### src/rtl/cmd_queue_pkg.sv
// Shared types for the command path: processor count, instruction and
// address types, and the command word pushed into the issuer queue.
package cmd_queue_pkg;

  localparam int PROC_COUNT = 4;
  localparam int PROC_W     = $clog2(PROC_COUNT);
  localparam int CMDQ_DEPTH = 16;

  typedef logic [31:0] instr_t;
  typedef logic [15:0] addr_t;

  typedef enum logic [1:0] {
    OP_NOP  = 2'd0,
    OP_LOAD = 2'd1,
    OP_RUN  = 2'd2,
    OP_HALT = 2'd3
  } cmd_op_e;

  typedef struct packed {
    cmd_op_e             op;
    logic [PROC_W-1:0]   proc_id;
    addr_t               addr;
    instr_t              instr;
  } cmd_t;

  localparam int CMD_W = $bits(cmd_t);

  function automatic int occ_width(int depth);
    return $clog2(depth) + 1;
  endfunction

endpackage

### src/rtl/cmd_queue_fifo_ctrl.sv
// Pointer, occupancy and error-flag control for the command queue.
// Status outputs decode only the registered count.
module fifo_ctrl #(
  parameter int DEPTH        = 16,
  parameter int AFULL_THRESH = 12,
  localparam int PTR_W       = $clog2(DEPTH),
  localparam int CNT_W       = PTR_W + 1
) (
  input  logic             i_clk,
  input  logic             i_rst,
  input  logic             i_wr,
  input  logic             i_rd,
  input  logic             i_clr_err,
  output logic             o_wr_en,
  output logic [PTR_W-1:0] o_wr_ptr,
  output logic [PTR_W-1:0] o_rd_ptr,
  output logic             o_empty,
  output logic             o_full,
  output logic             o_afull,
  output logic [CNT_W-1:0] o_count,
  output logic             o_overflow,
  output logic             o_underflow
);

  logic [PTR_W-1:0] r_wr_ptr;
  logic [PTR_W-1:0] r_rd_ptr;
  logic [CNT_W-1:0] r_count;
  logic             r_ovf;
  logic             r_unf;

  logic             w_empty;
  logic             w_full;
  logic             w_rd_acc;
  logic             w_wr_acc;
  logic             w_ovf_set;
  logic             w_unf_set;
  logic [CNT_W-1:0] w_count_nxt;

  assign w_empty = (r_count == '0);
  assign w_full  = (r_count == CNT_W'(DEPTH));

  // A pop from a full queue frees the slot the push lands in.
  assign w_rd_acc = i_rd & ~w_empty;
  assign w_wr_acc = i_wr & (~w_full | w_rd_acc);

  assign w_ovf_set = i_wr & ~w_wr_acc;
  assign w_unf_set = i_rd & w_empty;

  assign w_count_nxt = r_count
                     + CNT_W'(w_wr_acc)
                     - CNT_W'(w_rd_acc);

  always_ff @(posedge i_clk or posedge i_rst) begin
    if (i_rst) begin
      r_wr_ptr <= '0;
      r_rd_ptr <= '0;
      r_count  <= '0;
    end else begin
      if (w_wr_acc)
        r_wr_ptr <= r_wr_ptr + PTR_W'(1);
      if (w_rd_acc)
        r_rd_ptr <= r_rd_ptr + PTR_W'(1);
      r_count <= w_count_nxt;
    end
  end

  // A new error in the clear cycle keeps the flag set.
  always_ff @(posedge i_clk or posedge i_rst) begin
    if (i_rst) begin
      r_ovf <= 1'b0;
      r_unf <= 1'b0;
    end else begin
      r_ovf <= w_ovf_set | (r_ovf & ~i_clr_err);
      r_unf <= w_unf_set | (r_unf & ~i_clr_err);
    end
  end

  assign o_wr_en     = w_wr_acc;
  assign o_wr_ptr    = r_wr_ptr;
  assign o_rd_ptr    = r_rd_ptr;
  assign o_empty     = w_empty;
  assign o_full      = w_full;
  assign o_afull     = (r_count >= CNT_W'(AFULL_THRESH));
  assign o_count     = r_count;
  assign o_overflow  = r_ovf;
  assign o_underflow = r_unf;

endmodule

### src/rtl/cmd_queue.sv
// First-word-fall-through command FIFO between the command source
// and the issuer; the head is forced to zero while empty.
module cmd_queue
  import cmd_queue_pkg::*;
#(
  parameter int DEPTH        = CMDQ_DEPTH,
  parameter int AFULL_THRESH = 12,
  localparam int PTR_W       = $clog2(DEPTH),
  localparam int CNT_W       = PTR_W + 1
) (
  input  logic             i_clk,
  input  logic             i_rst,
  input  logic             i_wr,
  input  logic [CMD_W-1:0] i_cmd,
  output logic             o_full,
  output logic             o_afull,
  input  logic             i_rd,
  output logic [CMD_W-1:0] o_cmd,
  output logic             o_empty,
  output logic [CNT_W-1:0] o_count,
  output logic             o_overflow,
  output logic             o_underflow,
  input  logic             i_clr_err
);

  logic             w_wr_en;
  logic [PTR_W-1:0] w_wr_ptr;
  logic [PTR_W-1:0] w_rd_ptr;
  logic             w_empty;

  logic [CMD_W-1:0] r_mem [DEPTH];

  fifo_ctrl #(
    .DEPTH        (DEPTH),
    .AFULL_THRESH (AFULL_THRESH)
  ) u_ctrl (
    .i_clk       (i_clk),
    .i_rst       (i_rst),
    .i_wr        (i_wr),
    .i_rd        (i_rd),
    .i_clr_err   (i_clr_err),
    .o_wr_en     (w_wr_en),
    .o_wr_ptr    (w_wr_ptr),
    .o_rd_ptr    (w_rd_ptr),
    .o_empty     (w_empty),
    .o_full      (o_full),
    .o_afull     (o_afull),
    .o_count     (o_count),
    .o_overflow  (o_overflow),
    .o_underflow (o_underflow)
  );

  always_ff @(posedge i_clk) begin
    if (w_wr_en)
      r_mem[w_wr_ptr] <= i_cmd;
  end

  assign o_empty = w_empty;
  assign o_cmd   = w_empty ? '0 : r_mem[w_rd_ptr];

endmodule

### config.mk
export PLATFORM = sky130hd
export DESIGN_NAME = cmd_queue
export DESIGN_NICKNAME = d
export VERILOG_FILES = /design/src/rtl/cmd_queue_pkg.sv /design/src/rtl/cmd_queue_fifo_ctrl.sv /design/src/rtl/cmd_queue.sv
export SDC_FILE = /design/constraint.sdc
export NUM_CORES = 1
export LEC_CHECK = 0
export ABC_CLOCK_PERIOD_IN_PS = 16100
export BUFFER_PORTS_ARGS = -buffer_cell sky130_fd_sc_hd__buf_2
export CORE_MARGIN = 2
export CORE_UTILIZATION = 60
export DETAILED_ROUTE_END_ITERATION = 8
export MAX_ROUTING_LAYER = met4
export PLACE_DENSITY = 0.84
export SETUP_SLACK_MARGIN = 0.3
export SLEW_MARGIN = 20
export SYNTH_ARGS = -nofsm -noshare
export SYNTH_HDL_FRONTEND = slang
export SYNTH_SLANG_ARGS = --single-unit
### constraint.sdc
create_clock -name i_clk -period 16.1 [get_ports i_clk]
set_clock_uncertainty 0.05 [all_clocks]
set_input_delay 1.61 -clock i_clk [delete_from_list [all_inputs] [get_ports i_clk]]
set_output_delay 1.61 -clock i_clk [all_outputs]
set_load 0.1 [all_outputs]
# Yosys cells after proc, flatten, opt, wreduce, memory -nomap -nowiden
# Memories as Yosys holds them, arrays and structs flattened.
# Index checks and enable logic that the tools add are counted.
# W data, S select, Z words.
[op_classes] bitwise_logic=13 div_mod_pow=0 add_sub_neg=4 eq_ne=1 magnitude_cmp=1 multipliers=0 shifts=0 muxes=3 reduce_logical=1
[ops] cell="$mux W52" count=1
[ops] cell="$add A4 B1 Y4 const B" count=2
[ops] cell="$and A1 B1 Y1" count=6
[ops] cell="$add A5 B1 Y5" count=1
[ops] cell="$eq A5 B5 Y1 const B" count=1
[ops] cell="$ge A5 B4 Y1 const B" count=1
[ops] cell="$logic_not A5 Y1" count=1
[ops] cell="$sub A5 B1 Y5" count=1
[ops] cell="$not A1 Y1" count=4
[ops] cell="$or A1 B1 Y1" count=3
[ops] cell="$mux W1" count=2
[word_totals] in_bits=57 latchBits=0 wordCells=29 output_inout_bits=62 romBits=0 n_memories=1 ff_bits=15 ramBits=832
[memory_table] name="r_mem" depth=16 word_bits=52 read_ports=1 rd_ports_with_merged_regs=0 wr=1 line="cmd_queue.sv:31" rtl="logic [CMD_W-1:0] r_mem [DEPTH];"

# Depth between registers and ports, before layout
# Gate-level depths: netlist of run 1.
[depth] depth_word=8 ltp_mapped=14 ltp_nobuf=13

# Cells and area by module
# Synthesis of run 1 repeated with hierarchy kept, for this count alone.
[unflattened] cells_unflattened=1817 hier_area_um2=33111.8
[by_module_without_submodules] mod="cmd_queue" area_each_um2=32263.4 cells_each=1745 n_inst=1
[by_module_without_submodules] mod="fifo_ctrl" area_each_um2=848.3 cells_each=72 n_inst=1

# Least setup slack after synthesis of run 1
# Ideal clock, no wire load.
[synth_path] path_kind="input to register" startpoint="in i_rd" endpoint="mem r_mem[3][0] in the netlist's numbering, enable pin" path_slack_ns=9.851 setup_time_ns=0.526 stages=4 required_time_ns=15.524 arrival_time_ns=5.673 path_cell_list="o21a_1 > clkbuf_1 > nand2_1 > nor3_1"
[synth_via] elab_chain_cells=5
[synth_lines] item="start: declaration" line="cmd_queue.sv:17" rtl="input logic i_rd,"
[synth_lines] item="$and A1 B1 Y1" line="cmd_queue_fifo_ctrl.sv:43" rtl="assign w_rd_acc = i_rd & ~w_empty;"
[synth_lines] item="$or A1 B1 Y1" line="cmd_queue_fifo_ctrl.sv:44" rtl="assign w_wr_acc = i_wr & (~w_full | w_rd_acc);"
[synth_lines] item="$and A1 B1 Y1" line="cmd_queue_fifo_ctrl.sv:44"
[synth_lines] item="$mux W1" line="cmd_queue.sv:54" rtl="if (w_wr_en)"
[synth_lines] item="$mux W1 (not written as such)" line="cmd_queue.sv:55" rtl="r_mem[w_wr_ptr] <= i_cmd;"
[synth_lines] item="end: declaration" line="cmd_queue.sv:31"
# Every way passes these cells.

# Worst setup path in the final report of run 1
[layout_path] startpoint="reg u_ctrl.r_rd_ptr[2] (netlist: u_ctrl.o_rd_ptr[2])" endpoint="out o_cmd[42]"
[layout_via] elab_chain_cells=2
[layout_lines] item="start: declaration" line="cmd_queue_fifo_ctrl.sv:26" rtl="logic [PTR_W-1:0] r_rd_ptr;"
[layout_lines] item="start signal: assignment" line="cmd_queue_fifo_ctrl.sv:62" rtl="r_rd_ptr <= r_rd_ptr + PTR_W'(1);"
[layout_lines] item="$mem_v2 Z16 W52"
[layout_lines] item="$mux W52" line="cmd_queue.sv:59" rtl="assign o_cmd = w_empty ? '0 : r_mem[w_rd_ptr];"
[layout_lines] item="end: declaration" line="cmd_queue.sv:18" rtl="output logic [CMD_W-1:0] o_cmd,"
# Every way passes these cells.

==> results of run 1 <==
-- synthesized netlist by cell type (all sizes together), types with 4 or more instances --
cell	instances
a211oi	103
nor2b	52
ha	12
nand2	9
nor2	17
xnor2	6
buf	58
dfrtp	15
mux2i	53
clkbuf	28
nor3	4
mux4	207
edfxtp	832
inv	12
-- worst min-delay path by stage --
stage	from	to	slack, ns	cells after the start
2_1_floorplan	u_ctrl.o_rd_ptr[1]	u_ctrl.o_rd_ptr[1]	0.53	2
3_3_place_gp	u_ctrl.o_overflow	u_ctrl.o_overflow	0.45	2
3_5_place_dp	u_ctrl.o_underflow	u_ctrl.o_underflow	0.47	2
4_1_cts	u_ctrl.o_underflow	u_ctrl.o_underflow	0.48	2
5_1_grt	u_ctrl.o_overflow	u_ctrl.o_overflow	0.53	2
6_report	u_ctrl.o_underflow	u_ctrl.o_underflow	0.48	2
-- report_power, final --
group / total, mW / internal (mW) / switching (mW)
clock: 1.91 / 1.12 / 0.792
combinational: 2.86 / 0.849 / 2.01
sequential: 2.85 / 2.66 / 0.191
total: 7.63 / 4.63 / 3.00
-- stage by stage --
stage,setup slack [ns],std cells
final,10.23,2334
after global routing,10.17,2333
after CTS,10.30,2330
after detailed placement,10.97,2187
after global placement,11.04,2187
after floorplan,9.85,1434
-- flip-flops by register name, summed over array words and instances (netlist names) --
register / count
r_mem: 832
u_ctrl.o_overflow: 1
u_ctrl.o_rd_ptr: 4
u_ctrl.o_underflow: 1
u_ctrl.o_count: 5
u_ctrl.o_wr_ptr: 4
-- cell type report --
cell class,instances,area (um2),share of cell area (%)
Antenna cell,4,10.0,0.0273
Clock buffer,102,2190,5.97
Clock inverter,41,453,1.24
Inverter,12,45.0,0.123
Multi-Input combinational cell,489,6920,18.9
Sequential cell,847,25400,69.2
Tap cell,696,871,2.37
Timing Repair Buffer,143,803,2.19
-- routing by layer --
metal,wire (um),vias to the layer above,GRT usage [%]
met5,0,-,-
met4,1990,0,9.28
met3,6110,125,4.33
met2,39000,982,46.0
met1,26500,8209,34.8
li1,-,6346,-
-- cell families after synthesis --
family          synth area share (%)
simple gates                    1.52
xor+xnor                       0.241
mux                             15.9
fa+ha+maj                      0.520
buf+inv                         1.77
flops                           77.4
compound gates                  2.63
-- worst max-delay path, cell delays in order (launching register included) --
cell	delay, ns
dfrtp_4	0.95
buf_12	0.64
mux4_2	0.38
nor2b_1	0.17
a211oi_1	0.07
a211oi_1	0.62
buf_2	0.55
==> out/results.txt, run 1 <==
TritonCTS buffer count = 81
H-Tree Level Count = 3
Total Wirelength = 73600 um
Final Setup Violations = 0
Max cap viols = 0
Initial antenna violation count = 3
Lkg Pwr = 11.7 nW
CP Capture Point = o_cmd[42]
Async SR Flop Fraction = 1.77%
Clock tree buffer depth = 3
Syn nets = 1504
Synth warnings = 0
Detail Placement HPWL = 33600 um
Synth unique cells = 34
Drt initial violations = 1618
Residual DRC = 0
Area Growth Syn to Fin = 12.0%
Post-Syn Area = 32800 um2
Post-CTS Hold Buffers = 0
Post-synth EDFFs = 832
Routed Antenna Nets = 0
Slew @ Worst Pin = 1.08 ns
Status = finished, final reports clean
Critical path peak fanout = 153
Sequential cell area fraction in the yosys report = 77.4%
Setup TNS = 0 ns
Total power = 7.63 mW
Synth top area share = 76.3%
Via count = 15.7k
DR pass1 iterations = 7
CTS resizes = 0
FMAX = 0.170 GHz
Synth top area cells = edfxtp_1, mux4_2, a211oi_1
RSZ-0062 raised after global routing = no
R2r endpoint = r_mem[5][22]
Hold Crit Class = flip-flop to flip-flop
Worst relative slew slack = 28.2%
Pwr Density = 208 nW/um2
Die width = 238 um
Arrival @ worst endpoint = 4.21 ns
Final hold vios = 0
Crit share post-route = 36.4%
CP Capture Type = output port
IO Port Bufs = 118
Filler cell count = 3066
Initial Util = 60.7%
FF-to-FF Start = u_ctrl.o_count[2]
Min Tclk post-route = 5.87 ns
Synth area leader = edfxtp_1
Vias in the first global route = 16.6k
Die area = 56500 um2
Post-layout net count = 1644
Worst reg-to-reg path cell count = 7
Tot GR Track Use = 27.4%
WS Path Type = flip-flop to output port
Vias per Instance = 6.71
Synth Flop Type = edfxtp_1
Largest net degree at the start of global routing = 154
Gr ovfl total = 0
Routability Congestion = 0.738
Fin Hold WS = 0.483 ns
First-pass GRT wire length = 108000 um
Core ar. = 53900 um2
TritonCTS clock tree = built
Post-route cell area = 36700 um2
Ports = 119
Drt wl/cell = 31.5 um
Post-CTS setup buffer count = 0
Post-place instance area = 34000 um2
Die Ht = 238 um
Share of layout cells above drive strength 1 = 29.4%
CP startpoint kind = flip-flop
Std-Cell Rows = 85
Worst Setup SP = u_ctrl.o_rd_ptr[2]
Clk slew on worst S/H paths = 0.06 ns
Seq cells post-synth = 847
Avg Cell Area, Syn = 22.8 um2
Final Util = 68.0%
Root Buffer = clkbuf_16
Worst vdd ir = 0.239 mV
R2R setup slack = 12.62 ns
Most frequent cells in the layout = edfxtp_1, mux4_2, buf_2
Post-Syn Instances = 1434
Worst Path Required = 14.44 ns
CTS Sinks = 847
Fin. max-slew vios = 0
Worst-Skew Late Latency = 0.61 ns
Most common cell after layout, fill and taps aside = edfxtp_1
(Power assumes the default switching activity.)
==> run 2: changes to the inputs <==
Settings changed: ABC_AREA set to 1, ABC_CLOCK_PERIOD_IN_PS 16100 to 5700, PLACE_DENSITY 0.84 to 0.83.
Clock period 16.1 ns to 5.7 ns, I/O delays scaled along.
==> out/results.txt, run 2 <==
Status = finished, final reports clean
Worst path cell trace = buf_12, buf_4, nand2_1, nand2_1, nand2_1, nand3_1, nand3_1, a21oi_1, buf_2
Vias in the first global route = 24.4k (+47%)
Fin Hold WS = 0.103 ns (-0.379 ns)
Max cap viols = 0 (unchanged)
Initial antenna violation count = 7 (+4)
Post-Syn Area = 35800 um2 (+9.3%)
Synth Flop Type = edfxtp_1
Core ar. = 59000 um2 (+9.5%)
Placed Cells = 4117 (+88%)
Post-route cell area = 39800 um2 (+8.5%)
Worst path max stage delay = 0.78 ns (-0.17 ns)
Std-Cell Rows = 89 (+4.7%)
Post-layout net count = 3499 (+110%)
Share of layout cells above drive strength 1 = 8.56% (-21 points)
RSZ-0062 raised after global routing = no
Clock tree buffer depth = 3 (unchanged)
Residual DRC = 0 (unchanged)
Multiplexer area fraction after synthesis = 0% (-16 points)
FMAX = 0.209 GHz
Die area = 61600 um2 (+9.1%)
Post-Syn Instances = 3358 (+130%)
Synth Area in Adders = 0.475% (-0.044 points)
Cell mode on critical path = nand2_1
Clk slew on worst S/H paths = 0.06 ns (about the same)
Largest family of logic cells by synthesized area = simple AND/OR/NAND/NOR gates
Post-synth EDFFs = 832 (unchanged)
Most numerous cell in the Yosys netlist = nand2_1
Avg Cell Area, Syn = 10.7 um2 (-53%)
Worst vdd ir = 0.731 mV (+210%)
Lkg Pwr = 16.5 nW (+41%)
Largest register FFs = 832 (unchanged)
Routed Antenna Nets = 0 (unchanged)
Vias per Instance = 5.79 (-14%)
Die Ht = 248 um (+4.5%)
Final hold vios = 0 (unchanged)
IO Port Bufs = 118 (unchanged)
Min Tclk post-route = 4.78 ns
Critical path peak fanout = 132 (-14%)
Simple-gate portion of the synthesized area = 20.8% (+19 points)
Routability Congestion = 0.790 (+7.1%)
Post-synthesis xor/xnor area fraction = 0.220% (-0.020 points)
Most common cell after layout, fill and taps aside = nand2_1
TritonCTS buffer count = 82 (+1.2%)
Post-place instance area = 37200 um2 (+9.3%)
Switching Share = 45.9% (+6.6 points)
Total Wirelength = 88700 um (+21%)
Post-CTS setup buffer count = 0 (unchanged)
H-Tree Level Count = 3 (unchanged)
Root Buffer = clkbuf_16
Comb power frac = 43.0% (+5.5 points)
Int Power = 12.4 mW (+170%)
Via count = 24.7k (+58%)
Largest register by flop count = r_mem
Die width = 248 um (+4.5%)
WS Path Type = flip-flop to output port
Synth area leader = edfxtp_1
Clock group share of total power = 22.7% (-2.4 points)
TritonCTS clock tree = built
CP startpoint kind = flip-flop
Detail Placement HPWL = 43500 um (+30%)
Most frequent cells in the layout = nand2_1, edfxtp_1, nand3_1
Sequential cell area fraction in the yosys report = 70.8% (-6.6 points)
Crit share post-route = 83.8%
Area Growth Syn to Fin = 11.1%
Fin. max-slew vios = 0 (unchanged)
Largest net degree at the start of global routing = 154 (unchanged)
Synth Area in Compound Gates = 0.860% (-1.8 points)
Sw power = 10.5 mW (+250%)
Post-Layout Cell Count = 4274 (+83%)
Drt initial violations = 3184 (+97%)
Gr ovfl total = 0 (unchanged)
Pwr Density = 578 nW/um2 (+180%)
Synth warnings = 0 (unchanged)
Syn nets = 3428 (+130%)
Slowest CP cell = dfrtp_4
Synth top area share = 69.8% (-6.5 points)
Synth unique cells = 20 (-41%)
Synth top area cells = edfxtp_1, nand2_1, nand3_1
Drt wl/cell = 20.8 um (-34%)
Arrival @ worst endpoint = 4.16 ns (-0.05 ns)
Initial Util = 60.7% (-0.089 points)
Async SR Flop Fraction = 1.77% (unchanged)
Final Setup Violations = 0 (unchanged)
Part of the power in registers = 34.3% (-3.1 points)
Worst Path Required = 5.08 ns (-9.36 ns)
Slew @ Worst Pin = 1.09 ns (+0.0133 ns)
Worst relative slew slack = 27.1% (-1.1 points)
Ports = 119 (unchanged)
Hold Crit Class = primary input to flip-flop
Tot GR Track Use = 30.0% (+2.6 points)
Commonest cells in the netlist = nand2_1, edfxtp_1, nand3_1, inv_1, clkbuf_1
First-pass GRT wire length = 135000 um (+25%)
Setup TNS = 0 ns (unchanged)
CP Capture Type = output port
CTS Sinks = 847 (unchanged)
Seq cells post-synth = 847 (unchanged)
DR pass1 iterations = 7 (unchanged)
Worst-Skew Late Latency = 0.62 ns (about the same)
## run 2: cell types whose count changed after synthesis, moves of 28 or more
cell      delta
nor2b_1     -52
nand3_1    +521
mux2i_1     -53
nand2_1   +1258
mux4_2     -207
clkbuf_1    +47
buf_1       +28
inv_1      +424
a21oi_1     +51
a211oi_1   -103
buf_2       +39
## run 2: cells by family after synthesis
family / after synthesis
buffers and inverters: 616
DFF: 847
AOI/OAI and AO/OA: 60
xor gates and xnor gates: 9
adders and majority gates: 13
and+or+nand+nor: 1813
## run 2: metrics by stage
step / util (%) / power [mW] / worst slack (ns)
2_1_floorplan: - / 15.4 / 0.672
3_3_place_gp: 63.0 / 17.5 / 1.70
3_5_place_dp: 63.0 / 17.7 / 1.67
4_1_cts: 67.4 / 22.9 / 0.966
5_1_grt: 67.4 / 24.0 / 0.720
6_report: 67.4 / 23.0 / 0.921
## run 2: what timing repair did
item / 4_1_cts / 5_1_grt
gates resized for setup: 0 / 0
hold buffers: 1 / 0
endpoints found under the hold margin: 9 / 0
endpoints found under the setup margin: 0 / 0
## run 2: path summary, 6_finish.rpt
path	start	to	slack, ns	cells after the start
setup / recovery	u_ctrl.o_rd_ptr[0]	o_cmd[12]	0.92	9
hold / removal	i_clr_err	u_ctrl.o_overflow	0.10	2
setup reg to reg	u_ctrl.o_count[2]	r_mem[12][28]	2.27	10
hold reg to reg	u_ctrl.o_count[0]	u_ctrl.o_count[0]	0.48	1
max in group asynchronous	i_rst	u_ctrl.o_rd_ptr[1]	4.59	3
min in group asynchronous	i_rst	u_ctrl.o_count[4]	0.53	3
## run 2: final cells by class
cell class / instances / area [um2]
well taps: 773 / 967
inverters: 439 / 1670
clock buffers: 103 / 2200
diodes: 8 / 20.0
clock inverters: 45 / 347
repair buffers: 164 / 1060
fillers: 3975 / 19200
flip-flops and latches: 847 / 25400
multi-input cells: 1895 / 8140
## run 2: power groups by stage
| stage | Clock, mW | Combinational [mW] | Sequential, mW |
|---|---|---|---|
| after floorplan | 0 | 7.45 | 7.92 |
| after global placement | 0 | 9.53 | 7.97 |
| after detailed placement | 0 | 9.72 | 8.00 |
| after CTS | 5.24 | 9.82 | 7.87 |
| after global routing | 5.48 | 10.5 | 7.93 |
| final | 5.21 | 9.89 | 7.88 |
## run 2: critical path, delay by kind of cell (launching register included)
family / cells / cell delay [ns]
AOI/OAI and AO/OA: 1 / 0.34
DFF: 1 / 0.78
buffers and inverters: 3 / 1.76
and+or+nand+nor: 5 / 0.48
## run 2: layer usage
metal	up-vias	global-route usage, %	share of wire, %
met4	0	14.4	4.0
met5	-	-	0
met1	11600	37.5	35
met3	278	5.18	12
li1	11200	-	-
met2	1665	48.1	49
